## src/rtl/reset_btn_pkg.sv

```systemverilog
// reset_btn_pkg: sequencer states and counter width helper shared by the reset/button block.
package reset_btn_pkg;
  typedef enum logic [1:0] {WAIT_LOCK, POR, RUN, BTN_RST} state_t;
  function automatic int cnt_w(int n);
    return $clog2(n + 1);
  endfunction
endpackage

```

## src/rtl/btn_debounce.sv

```systemverilog
// btn_debounce: one button's synchroniser, debounce filter and press/release/long-press pulse logic.
module btn_debounce
  import reset_btn_pkg::*;
#(
  parameter int   DEBOUNCE_CYCLES   = 250000,
  parameter int   LONG_PRESS_CYCLES = 50000000,
  parameter logic ACTIVE_LOW        = 1'b0
) (
  input  logic clk,
  input  logic rst_i,
  input  logic btn_i,
  output logic btn_o,
  output logic press_o,
  output logic release_o,
  output logic long_o
);
  localparam int DW = cnt_w(DEBOUNCE_CYCLES);
  localparam int LW = cnt_w(LONG_PRESS_CYCLES);
  localparam logic [DW-1:0] DB_LAST = DW'(DEBOUNCE_CYCLES - 1);
  localparam logic [LW-1:0] LP_LAST = LW'(LONG_PRESS_CYCLES - 1);
  localparam logic [LW-1:0] LP_MAX  = LW'(LONG_PRESS_CYCLES);
  logic [1:0] sync_q;
  logic lvl, flip;
  logic [DW-1:0] db_q, db_d;
  logic [LW-1:0] hold_q, hold_d;
  logic btn_q, btn_d, press_q, press_d, rel_q, rel_d, long_q, long_d;
  always_comb begin
    lvl     = sync_q[1] ^ ACTIVE_LOW;
    flip    = (lvl != btn_q) && (db_q == DB_LAST);
    db_d    = (lvl == btn_q || flip) ? '0 : db_q + 1'b1;
    btn_d   = btn_q ^ flip;
    press_d = flip & lvl;
    rel_d   = flip & ~lvl;
    hold_d  = !btn_q ? '0 : (hold_q == LP_MAX) ? hold_q : hold_q + 1'b1;
    long_d  = btn_q && (hold_q == LP_LAST);
  end
  // synchroniser resets to the raw "released" pin level so no phantom edge appears after reset
  always_ff @(posedge clk or posedge rst_i) begin
    if (rst_i) begin
      sync_q  <= {2{ACTIVE_LOW}};
      db_q    <= '0;
      hold_q  <= '0;
      btn_q   <= 1'b0;
      press_q <= 1'b0;
      rel_q   <= 1'b0;
      long_q  <= 1'b0;
    end else begin
      sync_q  <= {sync_q[0], btn_i};
      db_q    <= db_d;
      hold_q  <= hold_d;
      btn_q   <= btn_d;
      press_q <= press_d;
      rel_q   <= rel_d;
      long_q  <= long_d;
    end
  end
  assign btn_o     = btn_q;
  assign press_o   = press_q;
  assign release_o = rel_q;
  assign long_o    = long_q;
endmodule

```

## src/rtl/reset_btn_ctrl.sv

```systemverilog
// reset_btn_ctrl: PLL-lock qualified power-on reset stretcher with a debounced button bank,
// one button of which can hold the system in reset.
module reset_btn_ctrl
  import reset_btn_pkg::*;
#(
  parameter int                 NUM_BTN           = 7,
  parameter logic [NUM_BTN-1:0] BTN_ACTIVE_LOW    = 7'b0000001,
  parameter int                 DEBOUNCE_CYCLES   = 250000,
  parameter int                 POR_CYCLES        = 31,
  parameter int                 RESET_BTN         = 0,
  parameter int                 LONG_PRESS_CYCLES = 50000000
) (
  input  logic               clk,
  input  logic               reset_i,
  input  logic               pll_locked_i,
  input  logic [NUM_BTN-1:0] btn_i,
  output logic               reset_o,
  output logic [NUM_BTN-1:0] btn_o,
  output logic [NUM_BTN-1:0] press_o,
  output logic [NUM_BTN-1:0] release_o,
  output logic [NUM_BTN-1:0] long_o
);
  localparam int PW = cnt_w(POR_CYCLES);
  localparam logic [PW-1:0] POR_LAST = PW'(POR_CYCLES - 1);
  logic [1:0] lock_q;
  logic rst_btn, reset_q, reset_d;
  logic [PW-1:0] cnt_q, cnt_d;
  state_t state_q, state_d;
  for (genvar g = 0; g < NUM_BTN; g++) begin : g_btn
    btn_debounce #(
      .DEBOUNCE_CYCLES  (DEBOUNCE_CYCLES),
      .LONG_PRESS_CYCLES(LONG_PRESS_CYCLES),
      .ACTIVE_LOW       (BTN_ACTIVE_LOW[g])
    ) u_db (
      .clk      (clk),
      .rst_i    (reset_i),
      .btn_i    (btn_i[g]),
      .btn_o    (btn_o[g]),
      .press_o  (press_o[g]),
      .release_o(release_o[g]),
      .long_o   (long_o[g])
    );
  end
  // RESET_BTN == NUM_BTN means no button may force reset
  if (RESET_BTN < NUM_BTN) begin : g_rb
    assign rst_btn = btn_o[RESET_BTN];
  end else begin : g_nrb
    assign rst_btn = 1'b0;
  end
  always_comb begin
    state_d = state_q;
    cnt_d   = '0;
    reset_d = (state_q != RUN);
    if (!lock_q[1]) state_d = WAIT_LOCK;
    else begin
      unique case (state_q)
        WAIT_LOCK: state_d = POR;
        POR: begin
          if (rst_btn) state_d = BTN_RST;
          else if (cnt_q == POR_LAST) state_d = RUN;
          else cnt_d = cnt_q + 1'b1;
        end
        RUN:     state_d = rst_btn ? BTN_RST : RUN;
        BTN_RST: state_d = rst_btn ? BTN_RST : POR;
        default: state_d = WAIT_LOCK;
      endcase
    end
  end
  always_ff @(posedge clk or posedge reset_i) begin
    if (reset_i) begin
      lock_q  <= 2'b00;
      state_q <= WAIT_LOCK;
      cnt_q   <= '0;
      reset_q <= 1'b1;
    end else begin
      lock_q  <= {lock_q[0], pll_locked_i};
      state_q <= state_d;
      cnt_q   <= cnt_d;
      reset_q <= reset_d;
    end
  end
  assign reset_o = reset_q;
endmodule

```

## config.mk

```make
export PLATFORM = sky130hd
export DESIGN_NAME = reset_btn_ctrl
export DESIGN_NICKNAME = d
export VERILOG_FILES = /design/src/rtl/reset_btn_pkg.sv /design/src/rtl/btn_debounce.sv /design/src/rtl/reset_btn_ctrl.sv
export SDC_FILE = /design/constraint.sdc
export NUM_CORES = 1
export LEC_CHECK = 0
export BUFFER_PORTS_ARGS = -buffer_cell sky130_fd_sc_hd__buf_2
export CORE_AREA = 2 2 250 252
export DETAILED_ROUTE_END_ITERATION = 6
export DIE_AREA = 0 0 252 254
export PLACE_DENSITY = 0.41
export SLEW_MARGIN = 30
export SYNTH_ARGS = -nofsm -noshare
export SYNTH_HDL_FRONTEND = slang
export SYNTH_HIERARCHICAL = 1
export SYNTH_SLANG_ARGS = --single-unit
```

## constraint.sdc

```tcl
create_clock -name clk -period 5.6 [get_ports clk]
set_clock_uncertainty 0.05 [all_clocks]
set_input_delay 1.12 -clock clk [delete_from_list [all_inputs] [get_ports clk]]
set_output_delay 1.12 -clock clk [all_outputs]
set_load 0.01 [all_outputs]
```

Word-level counts from Yosys, hierarchy flattened
Index checks and enable logic that the tools add are counted.
{"block": "word_totals", "reg_bits": 360, "elab_cells": 197, "out_inout_bits": 29, "in_bits": 10}
{"block": "classes", "n_mux": 31, "n_bitwise": 28, "n_eq_ne": 48, "n_reduce_logical": 22, "addsub": 15}
{"op": "$eq 26x26->1 const B", "count": 14}
{"op": "$mux 26", "count": 14}
{"op": "$add 26x1->26 const B", "count": 7}
{"op": "$add 18x1->18 const B", "count": 7}
{"op": "$eq 18x18->1 const B", "count": 7}
{"op": "$mux 18", "count": 7}
{"op": "$mux 5", "count": 4}
{"op": "$ne 2x2->1 const B", "count": 8}
{"op": "$and 1x1->1", "count": 14}
{"op": "$logic_and 1x1->1", "count": 14}
{"op": "$mux 2", "count": 4}
{"op": "$pmux 2 s4", "count": 1}
{"op": "$eq 1x1->1", "count": 7}
{"op": "$logic_or 1x1->1", "count": 7}
{"op": "$ne 1x1->1", "count": 7}
{"op": "$not 1->1", "count": 7}
{"op": "$xor 1x1->1", "count": 7}
{"op": "$add 5x1->5 const B", "count": 1}
{"op": "$eq 5x5->1 const B", "count": 1}
{"op": "$eq 2x2->1 const B", "count": 2}
{"op": "$ne 4x3->1 const B", "count": 1}
{"op": "$eq 2x1->1 const B", "count": 1}
{"op": "$logic_not 2->1", "count": 1}
{"op": "$mux 1", "count": 1}

Longest topological paths before layout
Gate-level depths: netlist (run 1).
{"block": "logic_depth", "depth_word": 5, "mapped_depth": 6}

Modules after synthesis
The synthesis (run 1) kept the hierarchy.
{"module": "btn_debounce at g_btn[1].u_db ...", "seq_area_each_um2": 1251.2, "area_each_um2": 2533.7, "n_inst": 5, "cells_each": 252}
{"module": "btn_debounce at g_btn[0].u_db", "seq_area_each_um2": 1253.7, "area_each_um2": 2562.5, "n_inst": 1, "cells_each": 266}
{"module": "btn_debounce at g_btn[3].u_db", "seq_area_each_um2": 1251.2, "area_each_um2": 2509.9, "n_inst": 1, "cells_each": 249}
{"module": "reset_btn_ctrl", "seq_area_each_um2": 251.5, "area_each_um2": 476.7, "n_inst": 1, "cells_each": 40}

Worst setup path after synthesis (run 1)
Ideal clock, no wire load.
{"block": "synth_timing", "path_kind": "register -> register", "from": "reg g_btn[3].u_db.db_q[9]", "to": "reg g_btn[3].u_db.db_q[10]", "setup_ps": 122, "arrival_time_ps": 1748, "period_less_slack_ps": 1919, "slack_ps": 3681, "path_stages_with_launch": 6, "required_ps": 5428, "cell_sequence": "dfrtp_1 > nor4b_1 > nand2_1 > o41ai_2 > buf_2 > nor2_1"}
{"block": "synth_via", "elab_chain_len": 4}
{"item": "start, declared", "line": "btn_debounce.sv:24", "rtl": "logic [DW-1:0] db_q, db_d;"}
{"item": "start signal, assigned", "line": "btn_debounce.sv:41", "rtl": "db_q <= '0;"}
{"item": "start signal, assigned", "line": "btn_debounce.sv:49", "rtl": "db_q <= db_d;"}
{"item": "branches (longest 3 deep; another with $add 18x1->18)"}
{"item": "$mux 18 (*)", "line": "btn_debounce.sv:30", "rtl": "db_d = (lvl == btn_q || flip) ? '0 : db_q + 1'b1;"}
{"item": "named net g_btn[3].u_db.db_d[10]", "line": "btn_debounce.sv:24"}
Mark *: on every way through the listed nets, which the timed path passes.
A chain may end at the register's enable or synchronous reset.

Final worst setup path (run 1)
{"block": "layout_timing", "from": "reg g_btn[0].u_db.btn_q", "to": "out btn_o[0]"}
{"item": "start, declared", "line": "btn_debounce.sv:26", "rtl": "logic btn_q, btn_d, press_q, press_d, rel_q, rel_d, long_q, long_d;"}
{"item": "start signal, assigned", "line": "btn_debounce.sv:51", "rtl": "btn_q <= btn_d;"}
{"item": "end, declared", "line": "reset_btn_ctrl.sv:18", "rtl": "output logic [NUM_BTN-1:0] btn_o,"}
No word-level cell between the ends.

==> results.sh, run 1 <==
export IMPL_clock_fmax_mhz=375
export IMPL_min_path_type="reg -> reg"
export IMPL_crit_family="flip-flops"
export IMPL_fill_cells=6251
export IMPL_p_int_w=0.00446
export IMPL_p_per_area_mw_per_mm2=277
export IMPL_post_route_cells_drive_above_1_share=0.101
export IMPL_startpoint_type="register"
export IMPL_clkTransAtPathRegs_ns=0.06
export IMPL_place_gp_congestion=0.753
export IMPL_netlist_area_mm2=0.0182
export IMPL_slew_headroom=0.424
export IMPL_finalCritPeriodShare=0.476
export IMPL_net_switching_power_w=0.00129
export IMPL_cts_inserted_buffers=45
export IMPL_grt_pass1_wl_um=68400
export IMPL_layout_min_cycle_time_ns=2.67
export IMPL_drt_iter0_drc=591
export IMPL_criticalPathCategory="reg -> out"
export IMPL_top_usage_layer="met2"
export IMPL_end_kind="output pin"
export IMPL_tns_ns=0
export IMPL_slew_viol_final=0
export IMPL_postCtsHoldBufs=0
export IMPL_cp_depth=1
export IMPL_syn_nets=1859
export IMPL_synth_top_area_frac=0.490
export IMPL_netlist_top_cells_area="dfrtp_1, xor2_1, nor2_1, xnor2_1, nand4_1"
export IMPL_yosysTopAreaCell="dfrtp_1"
export IMPL_grt_pass1_vias=13400
export IMPL_wirelength_um=39400
export IMPL_synth_edf_count=0
export IMPL_final_nets=1903
export IMPL_worst_pin_slew_ns=0.854
export IMPL_irDropWorstVdd_uv=181
export IMPL_comb_power_share=0.027
export IMPL_io_pins=39
export IMPL_use_met2=0.202
export IMPL_die_area_mm2=0.0640
export IMPL_required_ns=4.43
export IMPL_ys_top_cells_by_count="dfrtp_1, nor2_1, nand2_1, xor2_1, a21oi_1"
export IMPL_final_cells=2682
export IMPL_cts_tree="done"
export IMPL_diodes=0
export IMPL_power_share_sequential=0.462
export IMPL_grt_util_met1=0.174
export IMPL_yosysWarningCount=6
export IMPL_clockBufferDepth=3
export IMPL_cp_slowest_cell="dfrtp_1"
export IMPL_finalHoldViolations=0
export IMPL_wl_per_cell_um=14.7
export IMPL_leakage_nw=8.26
export IMPL_yosysSeqAreaShare=0.495
export IMPL_cp_cell_sequence="buf_2"
export IMPL_final_area_mm2=0.0207
export IMPL_async_reset_ff_frac=1.00
export IMPL_port_buffers=38
export IMPL_syn_mean_instance_area_um2=10.0
export IMPL_track_usage=0.127
export IMPL_start_util=0.297
export IMPL_area_delta_synth_final_pct=13.9
export IMPL_outcome="finished, final reports clean"
export IMPL_post_route_drc_count=0
export IMPL_grt_max_degree=51
export IMPL_ys_types=51
export IMPL_hold_depth=0
export IMPL_grt_ovfl_total=0
export IMPL_cts_htree_levels=2
export IMPL_hpwl_um=25500
export IMPL_root_buffer="clkbuf_16"
export IMPL_rsz0062_at_grt="no"
export IMPL_cp_slowest_stage_delay_ns=0.68
export IMPL_r2r_cells=5
export IMPL_antenna_found_initial=0
export IMPL_firstDrtPassIters=5
export IMPL_finalSetupViolCount=0
export IMPL_path_max_fanout=17
export IMPL_ant_nets=0
export IMPL_clkLatencyLatePin_ns=0.57
export IMPL_synthCells=1815
export IMPL_ys_seq_elements=360
export IMPL_grtUsageMet3=0.0253
export IMPL_fp_coreArea_mm2=0.0613
export IMPL_post_cts_buffers=0
export IMPL_path_buf_inv=1
export IMPL_die_y_um=254
export IMPL_die_w_um=252
export IMPL_viasPerCell=5.04
export IMPL_p_clk_frac=0.511
export IMPL_vias=13500
export IMPL_worstPathArrival_ns=1.50
export IMPL_cts_num_sinks=360
export IMPL_ys_flop_type="dfrtp_1"
export IMPL_ctsResizeCount=0
export IMPL_maxCapViolCount=0
export IMPL_placed_area_mm2=0.0192
export IMPL_swShare=0.224
export IMPL_row_count=91
export IMPL_dp_cells=2602
export IMPL_synth_most_common_cell="dfrtp_1"
==> stage by stage <==
stage                     hold slack (ns)  setup WS (ns)   util  total power [W]
after detailed placement            0.285           3.44  0.314          0.00287
after global placement              0.283           3.21  0.314          0.00286
after global routing                0.304           2.79  0.339          0.00603
after CTS                           0.298           2.83  0.339          0.00590
final                               0.296           2.93  0.339          0.00575
after floorplan                     0.281           3.23      -          0.00281
==> path summary, 6_finish.rpt <==
path / startpoint / to / slack [ns]
setup reg to reg: g_btn[3].u_db/db_q[9] / g_btn[3].u_db/db_q[17] / 3.46
hold reg to reg: g_btn[6].u_db/sync_q[0] / g_btn[6].u_db/sync_q[1] / 0.30
max in group asynchronous: reset_i / g_btn[3].u_db/db_q[8] / 4.14
hold / removal: g_btn[6].u_db/sync_q[0] / g_btn[6].u_db/sync_q[1] / 0.30
min in group asynchronous: reset_i / cnt_q[2] / 0.70
setup / recovery: g_btn[0].u_db/btn_o / btn_o[0] / 2.93
==> routing by layer <==
layer,vias up,wire [um]
met5,-,0
met4,0,862
met3,60,1430
met2,145,17700
met1,6626,19400
li1,6699,-
==> layout by cell type (no fill, tap or decap), drive strengths merged, types with 7 or more instances in the layout <==
cell type and n:
a21oi 93, and2 15, and3 31, and4 40, buf 48, clkbuf 64
clkinv 12, dfrtp 357, ha 34, inv 53, mux2i 22, nand2 127
nand2b 24, nand3 91, nand3b 9, nand4 112, nand4b 13, nor2 195
nor3 49, nor4 54, nor4b 9, o21ai 48, o31a 12, o31ai 41
or2 7, or3 39, or4 55, xnor2 66, xor2 112
==> registers in the layout (all words and copies together) (netlist names), named ones only <==
register / cells
g_btn.u_db/btn_o: 1
state_q: 2
g_btn.u_db/db_q: 126
g_btn.u_db/long_o: 7
g_btn.u_db/hold_q: 182
reset_o: 1
g_btn.u_db/release_o: 7
cnt_q: 5
lock_q: 2
g_btn.u_db/sync_q: 14
g_btn.u_db/press_o: 7
==> cell families after synthesis <==
kind of cell / synth area share
adders and majority gates: 0.0234
AOI/OAI and AO/OA: 0.0738
and+or+nand+nor: 0.283
xor gates and xnor gates: 0.0856
buffers and inverters: 0.0236
muxes: 0.0158
DFF: 0.495
==> worst reg2reg max path, delay by kind of cell (launching register included) <==
| kind | cells | cell delay, ns |
|---|---|---|
| simple gates | 2 | 0.41 |
| buf+inv | 1 | 0.30 |
| flops | 1 | 0.44 |
| compound gates | 2 | 0.81 |
==> power groups by stage <==
| stage | combinational [W] | clock (W) | sequential, W |
|---|---|---|---|
| 2_1_floorplan | 0.000112 | 0 | 0.00270 |
| 3_3_place_gp | 0.000160 | 0 | 0.00270 |
| 3_5_place_dp | 0.000163 | 0 | 0.00270 |
| 4_1_cts | 0.000164 | 0.00308 | 0.00266 |
| 5_1_grt | 0.000185 | 0.00319 | 0.00266 |
| 6_report | 0.000154 | 0.00294 | 0.00266 |
==> area by class of cell <==
cell class	instances	area, um^2	share of cell area
clock buffer	64	1330	0.0641
multi-input combinational	1351	8770	0.423
inverter	53	206	0.00995
clock inverter	16	169	0.00814
tap	790	988	0.0476
timing repair buffer	48	265	0.0128
sequential	360	9010	0.434
Power figures use the tool's default switching activity.
==> run 2: changes to the inputs <==
- clock period: 5.6 -> 2.7 ns (I/O delays scaled with it)
==> run 2 against run 1 <==
Against the previous run: die area is the same; setup slack lost 2.3 ns; combinational power is 130% higher; critical endpoint unchanged; largest power group unchanged; highest routed layer unchanged.
==> results.sh, run 2 (synthesis results as in run 1) <==
export IMPL_outcome="finished, final reports clean"
export IMPL_cts_tree="done"
export IMPL_fin_util=0.343
export IMPL_ff_latch_area_mm2=0.00901
export IMPL_startpoint="g_btn[0].u_db/btn_o"
export IMPL_end_kind="output pin"
export IMPL_antenna_found_initial=0
export IMPL_min_path_type="in -> reg"
export IMPL_ant_nets=0
export IMPL_final_cell_mix="dfrtp_1, nor2_1, nand2_1"
export IMPL_largestRegisters="g_btn.u_db/hold_q (182), g_btn.u_db/db_q (126), g_btn.u_db/sync_q (14)"
export IMPL_criticalPathCategory="reg -> out"
export IMPL_grt_ovfl_total=0
export IMPL_timing_rr_start="g_btn[3].u_db/hold_q[2]"
export IMPL_hp_start="btn_i[0]"
export IMPL_largest_register_ffs=182
export IMPL_hpwl_um=26100
export IMPL_cts_num_sinks=360
export IMPL_post_cts_buffers=0
export IMPL_grt_max_degree=51
export IMPL_slew_viol_final=0
export IMPL_post_route_cells_drive_above_1_share=0.107
export IMPL_grtUsageMet3=0.0215
export IMPL_largest_register="g_btn.u_db/hold_q"
export IMPL_finalCritPeriodShare=0.783
export IMPL_layout_min_cycle_time_ns=2.11
export IMPL_cts_inserted_buffers=46
export IMPL_place_gp_congestion=0.757
export IMPL_multi_input_area_mm2=0.00877
export IMPL_worst_slack_ns=0.587
export IMPL_vias=13700
export IMPL_drt_iter0_drc=683
export IMPL_maxCapViolCount=0
export IMPL_irDropWorstVdd_uv=400
export IMPL_wl_per_cell_um=14.5
export IMPL_root_buffer="clkbuf_16"
export IMPL_die_y_um=254
export IMPL_cp_slowest_cell="dfrtp_1"
export IMPL_required_ns=2.11
export IMPL_worstPathArrival_ns=1.52
export IMPL_wirelength_um=39200
export IMPL_cts_htree_levels=2
export IMPL_cp_slowest_stage_delay_ns=0.72
export IMPL_track_usage=0.126
export IMPL_path_max_fanout=17
export IMPL_viasPerCell=5.05
export IMPL_diodes=0
export IMPL_slew_headroom=0.467
export IMPL_final_common_cell="dfrtp_1"
export IMPL_fp_coreArea_mm2=0.0613
export IMPL_top_usage_layer="met2"
export IMPL_leakage_nw=8.39
export IMPL_rsz0062_at_grt="no"
export IMPL_firstDrtPassIters=5
export IMPL_path_buf_inv=1
export IMPL_port_buffers=38
export IMPL_start_util=0.297
export IMPL_placed_area_mm2=0.0194
export IMPL_startpoint_type="register"
export IMPL_clkLatencyLatePin_ns=0.57
export IMPL_io_pins=39
export IMPL_dpl_worst_slack_ns=0.598
export IMPL_tns_ns=0
export IMPL_fill_cells=6159
export IMPL_final_area_mm2=0.0210
export IMPL_die_area_mm2=0.0640
export IMPL_crit_family="flip-flops"
export IMPL_use_met2=0.203
export IMPL_clkTransAtPathRegs_ns=0.05
export IMPL_final_nets=1924
export IMPL_clockBufferDepth=3
export IMPL_grt_util_met1=0.173
export IMPL_cp_cell_sequence="buf_2"
export IMPL_post_route_drc_count=0
export IMPL_finalSetupViolCount=0
export IMPL_area_delta_synth_final_pct=15.2
export IMPL_p_per_area_mw_per_mm2=572
export IMPL_grt_pass1_wl_um=68500
export IMPL_finalHoldViolations=0
export IMPL_clock_fmax_mhz=473
export IMPL_grt_pass1_vias=13600
export IMPL_die_w_um=252
export IMPL_row_count=91
export IMPL_worst_pin_slew_ns=0.798
run 2: area by class of cell:
class / count / share of cell area
inverters: 53 / 0.00948
flip-flops and latches: 360 / 0.429
well taps: 790 / 0.0471
multi-input cells: 1351 / 0.418
clock inverters: 13 / 0.00721
clock buffers: 70 / 0.0658
repair buffers: 68 / 0.0230
run 2: where the power goes:
group / switching, W / internal (W)
clock: 0.00236 / 0.00379
combinational: 0.000229 / 0.000119
sequential: 0.0000526 / 0.00546
run 2: per-stage QoR:
| stage | total power [W] | cells | hold slack [ns] |
|---|---|---|---|
| 3_3_place_gp | 0.00596 | 2615 | 0.285 |
| 6_report | 0.0120 | 2705 | 0.0520 |
| 3_5_place_dp | 0.00597 | 2615 | 0.286 |
| 2_1_floorplan | 0.00583 | 1815 | 0.281 |
| 4_1_cts | 0.0123 | 2705 | 0.00224 |
| 5_1_grt | 0.0126 | 2705 | 0.0122 |
run 2: worst paths after layout:
path / to / slack (ns) / cells past startpoint
setup / recovery: btn_o[0] / 0.59 / 1
hold / removal: g_btn[0].u_db/sync_q[0] / 0.05 / 1
setup reg to reg: g_btn[3].u_db/hold_q[24] / 0.59 / 4
hold reg to reg: g_btn[2].u_db/sync_q[1] / 0.30 / 0
max in group asynchronous: g_btn[0].u_db/sync_q[1] / 1.79 / 3
min in group asynchronous: g_btn[2].u_db/db_q[12] / 0.09 / 2
run 2: per-layer routing:
layer	part of all wire	wire length, um
met5	0	0
met2	0.45	17800
met1	0.49	19300
met3	0.031	1240
met4	0.023	886
run 2: what timing repair did:
action / CTS / global route
hold buffers: 7 / 0
hold endpoints to repair: 7 / 0
gates resized for setup: 0 / 0
run 2: worst reg2reg max path, stage by stage (launching register included):
cell     delay, ns
dfrtp_1       0.44
and4_1        0.45
nand4_1       0.37
or4_1         0.56
a21oi_1       0.16
